**src/rtl/ftdi_bus_arbiter.sv**
```systemverilog
// Arbitrates the shared FT245-style byte bus between host reads and buffered FPGA writes.
// Paces rd/wr strobes, inserts turnaround after reads and alternates priority under contention.
module ftdi_bus_arbiter #(
    parameter int TX_AW    = 4,
    parameter int RD_PULSE = 2,
    parameter int WR_PULSE = 2,
    parameter int TURN     = 1
) (
    input  logic       clk,
    input  logic       n_rst,
    input  logic       rxf,
    input  logic       txe,
    output logic       rd,
    output logic       wr,
    output logic       drv_en,
    output logic [7:0] dq_out,
    input  logic [7:0] dq_in,
    input  logic [7:0] tx_data,
    input  logic       tx_valid,
    output logic       tx_ready,
    output logic [7:0] rx_data,
    output logic       rx_valid,
    output logic       busy
);

    localparam int DEPTH = 1 << TX_AW;
    localparam int MAX_RW = (RD_PULSE > WR_PULSE) ? RD_PULSE : WR_PULSE;
    localparam int MAX_P = (MAX_RW > TURN) ? MAX_RW : TURN;
    localparam int CW = $clog2(MAX_P + 1);
    localparam logic [CW-1:0] RD_LOAD = CW'(RD_PULSE - 1);
    localparam logic [CW-1:0] WR_LOAD = CW'(WR_PULSE - 1);
    localparam logic [CW-1:0] TURN_LOAD = CW'(TURN - 1);

    typedef enum logic [2:0] {
        IDLE,
        RD_LOW,
        RD_DONE,
        TURNA,
        WR_SETUP,
        WR_LOW,
        WR_REL
    } state_t;

    state_t state, state_next;
    logic [CW-1:0] cnt, cnt_next;
    logic prio_tx;
    logic grant_rd, grant_wr;
    logic rx_req, tx_req;
    logic rd_sample;

    logic [7:0] mem [DEPTH];
    logic [TX_AW:0] wr_ptr, rd_ptr;
    logic fifo_empty, fifo_full;
    logic push, pop;

    // Pointers carry an extra wrap bit so full and empty are distinguishable.
    assign fifo_empty = (wr_ptr == rd_ptr);
    assign fifo_full  = (wr_ptr[TX_AW-1:0] == rd_ptr[TX_AW-1:0]) &&
                        (wr_ptr[TX_AW] != rd_ptr[TX_AW]);
    assign push = tx_valid & ~fifo_full;
    assign pop  = (state == WR_REL) & ~fifo_empty;

    assign rx_req = ~rxf;
    assign tx_req = ~txe & ~fifo_empty;
    assign rd_sample = (state == RD_LOW) && (cnt == '0);

    assign rd       = (state != RD_LOW);
    assign wr       = (state != WR_LOW);
    assign drv_en   = (state == WR_SETUP) || (state == WR_LOW) || (state == WR_REL);
    assign rx_valid = (state == RD_DONE);
    assign busy     = (state != IDLE);
    assign tx_ready = ~fifo_full;

    always_ff @(posedge clk) begin
        if (push) begin
            mem[wr_ptr[TX_AW-1:0]] <= tx_data;
        end
    end

    always_ff @(posedge clk or negedge n_rst) begin
        if (!n_rst) begin
            wr_ptr <= '0;
            rd_ptr <= '0;
        end else begin
            if (push) begin
                wr_ptr <= wr_ptr + 1'b1;
            end
            if (pop) begin
                rd_ptr <= rd_ptr + 1'b1;
            end
        end
    end

    always_ff @(posedge clk or negedge n_rst) begin
        if (!n_rst) begin
            state   <= IDLE;
            cnt     <= '0;
            prio_tx <= 1'b0;
            dq_out  <= '0;
            rx_data <= '0;
        end else begin
            state <= state_next;
            cnt   <= cnt_next;
            if (grant_rd) begin
                prio_tx <= 1'b1;
            end else if (grant_wr) begin
                prio_tx <= 1'b0;
            end
            // The head byte is latched at grant and held until the write releases.
            if (grant_wr) begin
                dq_out <= mem[rd_ptr[TX_AW-1:0]];
            end
            if (rd_sample) begin
                rx_data <= dq_in;
            end
        end
    end

    always_comb begin
        state_next = state;
        cnt_next   = cnt;
        grant_rd   = 1'b0;
        grant_wr   = 1'b0;
        case (state)
            IDLE: begin
                if (rx_req && (!tx_req || !prio_tx)) begin
                    state_next = RD_LOW;
                    cnt_next   = RD_LOAD;
                    grant_rd   = 1'b1;
                end else if (tx_req) begin
                    state_next = WR_SETUP;
                    grant_wr   = 1'b1;
                end
            end
            RD_LOW: begin
                if (cnt == '0) begin
                    state_next = RD_DONE;
                end else begin
                    cnt_next = cnt - 1'b1;
                end
            end
            RD_DONE: begin
                state_next = TURNA;
                cnt_next   = TURN_LOAD;
            end
            TURNA: begin
                if (cnt == '0) begin
                    state_next = IDLE;
                end else begin
                    cnt_next = cnt - 1'b1;
                end
            end
            WR_SETUP: begin
                state_next = WR_LOW;
                cnt_next   = WR_LOAD;
            end
            WR_LOW: begin
                if (cnt == '0) begin
                    state_next = WR_REL;
                end else begin
                    cnt_next = cnt - 1'b1;
                end
            end
            WR_REL: begin
                state_next = IDLE;
            end
            default: begin
                state_next = IDLE;
            end
        endcase
    end

endmodule
```
**config.mk**
```make
export PLATFORM = sky130hd
export DESIGN_NAME = ftdi_bus_arbiter
export DESIGN_NICKNAME = d
export VERILOG_FILES = /design/src/rtl/ftdi_bus_arbiter.sv
export SDC_FILE = /design/constraint.sdc
export NUM_CORES = 1
export LEC_CHECK = 0
export BUFFER_PORTS_ARGS = -buffer_cell sky130_fd_sc_hd__buf_2
export CAP_MARGIN = 30
export CORE_AREA = 4 4 106 108
export DETAILED_ROUTE_END_ITERATION = 6
export DIE_AREA = 0 0 110 112
export GPL_ROUTABILITY_DRIVEN = 0
export PLACE_DENSITY = 0.82
export SYNTH_ARGS = -nofsm -noshare
export SYNTH_HDL_FRONTEND = slang
export SYNTH_SLANG_ARGS = --single-unit
```
**constraint.sdc**
```tcl
create_clock -name clk -period 7.2 [get_ports clk]
set_input_delay 1.08 -clock clk [delete_from_list [all_inputs] [get_ports clk]]
set_output_delay 1.08 -clock clk [all_outputs]
set_load 0.005 [all_outputs]
```
==> results.rst <==
.. list-table::
   :header-rows: 1

   * - Metric
     - Value
   * - Power per unit of standard cell area
     - around 400 nW/um^2
   * - Proportion of synthesized chip area in sequential cells
     - 0.7155
   * - Worst setup SP type
     - flip-flop
   * - Source-to-sink clock delay at the later pin of the worst-skew pair
     - 0.53 ns
   * - Setup Skew
     - 0.007770 ns
   * - Cell at the root of the clock tree
     - sky130_fd_sc_hd__clkbuf_8
   * - Count of nets after finishing
     - between 400 and 500
   * - I/O pin count
     - 43
   * - Number of inserted diodes
     - 0
   * - Gr ovfl total
     - 0
   * - Total routed wirelength
     - between 10,000 and 15,000 microns
   * - Highest fanout seen on the critical path
     - 29
   * - Post-synthesis cell type count
     - 39
   * - Crit. End Element
     - output pin
   * - Final core utilization
     - 0.7231
   * - TritonCTS clock tree
     - done
   * - Count of standard-cell rows
     - 37
   * - Register bit count reported by yosys
     - 160
   * - Fraction of final layout cells with drive strength greater than 1
     - 0.3044
   * - Most used DFF post-synth
     - sky130_fd_sc_hd__edfxtp_1
   * - Simple-gate share of the synthesized area
     - 0.04607
   * - Slew margin rel.
     - 0.4640
   * - # hold bufs at CTS
     - 0
   * - Starting utilization of the core area
     - 0.6345
   * - Fraction of synthesis flops using an asynchronous set or reset pin
     - 0.2000
   * - TritonCTS Buffers
     - 17
   * - Number of sinks on the clock net
     - 160
   * - Category of the most critical setup path
     - reg -> out
   * - Pin count of the biggest net entering global routing
     - 38
   * - Post-synthesis adder-cell area fraction
     - 0.01157
   * - Unrepaired setup endpoints after global routing
     - false
   * - Number of levels in the clock H-tree
     - 4
   * - Via Count
     - roughly 3,500
   * - Crit path arrival time
     - about 2.2 ns
   * - Input/output buffers
     - 42
   * - Final antenna-violating net count
     - 0
   * - Total core area
     - 10,230 sq um
   * - Final critical-path share of the clock period
     - 0.4509
   * - Data required time at the worst endpoint
     - around 6.1 ns
   * - Wire length of the first global-routing pass
     - around 20,000 microns
   * - Area of the die
     - between 10,000 and 15,000 sq um
   * - Max-slew violations
     - 0
   * - Average cell area after synthesis
     - about 18 sq um
   * - XOR/XNOR share of the synthesized area
     - 0.01889
   * - First-pass detailed-route iteration total
     - 6
   * - Fraction of the mapped netlist area in compound gates
     - 0.03604
   * - Run status
     - complete, no violations
   * - Reg-to-Reg End
     - mem[11][6]$_DFFE_PP_
   * - Min-Delay Path Class
     - reg -> reg
   * - Launch point of the critical path
     - rd_ptr[1]$_DFFE_PN0P_
   * - Quantity of gates resized following cts
     - 0
   * - Via-to-Cell Ratio
     - 6.155
   * - Number of enable flip-flop cells after synthesis
     - around 130
   * - Average routed wire per standard cell
     - roughly 24 microns
   * - Number of failing setup endpoints in the final timing report
     - 0
   * - Largest area contributor in the synthesized netlist
     - sky130_fd_sc_hd__edfxtp_1
   * - Number of setup buffers added after CTS
     - 0
   * - Number of instances in the synthesized netlist
     - roughly 360
   * - End of the critical path
     - tx_ready
   * - Shortest period the worst path allows
     - about 3.2 ns
   * - HPWL Detailed
     - between 8000 and 9000 microns
   * - Combinational family with the most area after synthesis
     - multiplexers
   * - Number of global-route vias before repair
     - roughly 3,500
   * - Layout-stage area growth over the synthesis result
     - 13.97%
   * - Highest Clock Rate
     - approximately 0.31 GHz
   * - Max_cap viols
     - 0
   * - First DRT Iteration DRCs
     - about 400
   * - Number of buffers on the longest clock path
     - 2
   * - Static leakage
     - ~2.6 nW
   * - Tightest Pin Transition
     - around 0.8 ns
   * - DRC violation count after routing
     - 0
   * - Startpoint of the worst-slack reg-to-reg timing path
     - rd_ptr[1]$_DFFE_PN0P_
   * - Sum Neg Setup Slack
     - 0 ns
   * - Startpoint of the most critical hold path
     - dq_out[3]$_DFFE_PN0P_
   * - Number of antenna violations at the first check in global routing
     - 0
   * - Placed instance count
     - between 500 and 600
   * - Y dimension of the die
     - roughly 110 microns
   * - Netlist area before placement
     - around 6500 sq um
   * - Max VDD drop
     - a little under 200 uV
   * - Number of fill cells
     - ~590
   * - Overall fraction of global-route tracks in use
     - 0.2384
   * - Instance area after placement
     - 6805 sq um
   * - Post-route non-filler standard cell count
     - roughly 560
   * - Cell types occupying the most area after synthesis
     - sky130_fd_sc_hd__edfxtp_1 59%, sky130_fd_sc_hd__dfrtp_1 12%, sky130_fd_sc_hd__mux4_2 11%, sky130_fd_sc_hd__mux2_2 2.8%, sky130_fd_sc_hd__nand2_1 1.6%
   * - Clock-pin slew of the registers on the worst-case setup and hold paths
     - roughly 0.07 ns
   * - Cell area after layout
     - between 7000 and 8000 sq um
   * - Register-to-register path setup slack
     - between 4 and 5 ns
   * - Net count after synthesis
     - 391
   * - Share of the synthesized area in the top cell type
     - 0.5921
   * - Count of final hold-check violations
     - 0
   * - Die W
     - roughly 110 microns
   * - Mux cell area share after synthesis
     - 0.1542
   * - R2r worst-path depth
     - 6
   * - Yosys warning total
     - 0
-- worst min-delay path by stage --
| stage | end | slack (ns) | cells past startpoint |
|---|---|---|---|
| 5_1_grt | dq_out[7]$_DFFE_PN0P_ | 0.51 | 2 |
| 4_1_cts | dq_out[3]$_DFFE_PN0P_ | 0.49 | 2 |
| 3_3_place_gp | dq_out[5]$_DFFE_PN0P_ | 0.47 | 2 |
| 3_5_place_dp | dq_out[3]$_DFFE_PN0P_ | 0.47 | 2 |
| 6_report | dq_out[3]$_DFFE_PN0P_ | 0.48 | 2 |
| 2_1_floorplan | dq_out[0]$_DFFE_PN0P_ | 0.48 | 2 |
-- flip-flops by register name, summed over array words and instances (netlist names) --
name     flops
cnt          2
dq_out       8
mem        128
prio_tx      1
rd_ptr       5
rx_data      8
state        3
wr_ptr       5
-- layout by cell type (no fill, tap or decap), types with 2 or more instances in the layout --
cell type / count
sky130_fd_sc_hd__ha_1: 6
sky130_fd_sc_hd__mux2i_1: 10
sky130_fd_sc_hd__nand2_1: 28
sky130_fd_sc_hd__clkbuf_1: 2
sky130_fd_sc_hd__clkbuf_4: 4
sky130_fd_sc_hd__nor2_1: 19
sky130_fd_sc_hd__and3_1: 2
sky130_fd_sc_hd__mux2_1: 2
sky130_fd_sc_hd__xnor2_1: 7
sky130_fd_sc_hd__buf_2: 42
sky130_fd_sc_hd__a21oi_1: 4
sky130_fd_sc_hd__nand2b_1: 4
sky130_fd_sc_hd__mux4_2: 31
sky130_fd_sc_hd__nand4_1: 3
sky130_fd_sc_hd__a22o_1: 2
sky130_fd_sc_hd__clkbuf_16: 16
sky130_fd_sc_hd__bufinv_16: 2
sky130_fd_sc_hd__clkinvlp_4: 5
sky130_fd_sc_hd__xor2_1: 7
sky130_fd_sc_hd__clkinv_4: 4
sky130_fd_sc_hd__dfrtp_1: 32
sky130_fd_sc_hd__inv_1: 7
sky130_fd_sc_hd__mux2_2: 16
sky130_fd_sc_hd__o21ai_1: 10
sky130_fd_sc_hd__o21ai_0: 8
sky130_fd_sc_hd__nor3_1: 5
sky130_fd_sc_hd__buf_4: 3
sky130_fd_sc_hd__edfxtp_1: 128
-- metal layers --
metal | routed length [microns] | vias to the layer above | GRT usage
li1 | - | 1509 | -
met1 | 5067 | 1728 | 0.3050
met2 | 6593 | 189 | 0.3730
met3 | 1149 | 39 | 0.07246
met4 | 520 | 0 | 0.1139
met5 | 0 | - | 0
-- layout make-up --
class | count | area [sq um] | share of cell area
clock buffers | 19 | 421.7 | 0.05699
clock inverters | 13 | 141.4 | 0.01911
inverters | 7 | 26.28 | 0.003551
multi-input cells | 179 | 1732 | 0.2341
flip-flops and latches | 160 | 4644 | 0.6278
well taps | 136 | 170.2 | 0.02300
repair buffers | 49 | 262.8 | 0.03551
-- critical path, cell delays in order, from the launching register on --
cell and delay [ns]:
sky130_fd_sc_hd__dfrtp_1 0.32, sky130_fd_sc_hd__buf_4 0.43, sky130_fd_sc_hd__xor2_1 0.20, sky130_fd_sc_hd__nor4_4 0.47
sky130_fd_sc_hd__nand2_1 0.08, sky130_fd_sc_hd__buf_2 0.13
-- logic make-up (layout without fill, tap and decap cells) --
| group | Yosys count | after routing |
|---|---|---|
| AND/OR/NAND/NOR | 65 | 65 |
| buffers and inverters | 25 | 88 |
| AO/OA/AOI/OAI | 35 | 35 |
| XOR/XNOR | 14 | 14 |
| flip-flops | 160 | 160 |
| multiplexers | 59 | 59 |
| adder cells (fa/ha/maj) | 6 | 6 |
-- cells in the mapped netlist (all sizes together), types with 2 or more instances --
master,instances
edfxtp,128
dfrtp,32
mux4,31
nand2,28
nor2,19
mux2,18
o21ai,18
buf,10
mux2i,10
clkbuf,8
inv,7
xnor2,7
xor2,7
ha,6
a21oi,5
nor3,5
nand2b,4
nand4,3
a211oi,2
a21boi,2
a22o,2
and3,2
-- stage by stage --
stage / setup slack (ns) / hold WS, ns / total power [mW]
CTS: 3.894 / 0.4852 / 2.967
global placement: 4.296 / 0.4707 / 2.064
global route: 3.692 / 0.5065 / 3.102
detailed placement: 4.218 / 0.4706 / 2.102
floorplan: 4.666 / 0.4793 / 1.863
finish: 3.954 / 0.4831 / 2.956
-- power breakdown --
| group | internal [mW] | total [mW] | leakage [nW] | switching, mW |
|---|---|---|---|---|
| combinational | 0.390 | 0.837 | 0.807 | 0.447 |
| sequential | 1.16 | 1.27 | 1.55 | 0.114 |
| clock | 0.493 | 0.846 | 0.254 | 0.354 |
| total | 2.04 | 2.96 | 2.61 | 0.915 |
No activity file was read; power rests on OpenSTA's default activity.
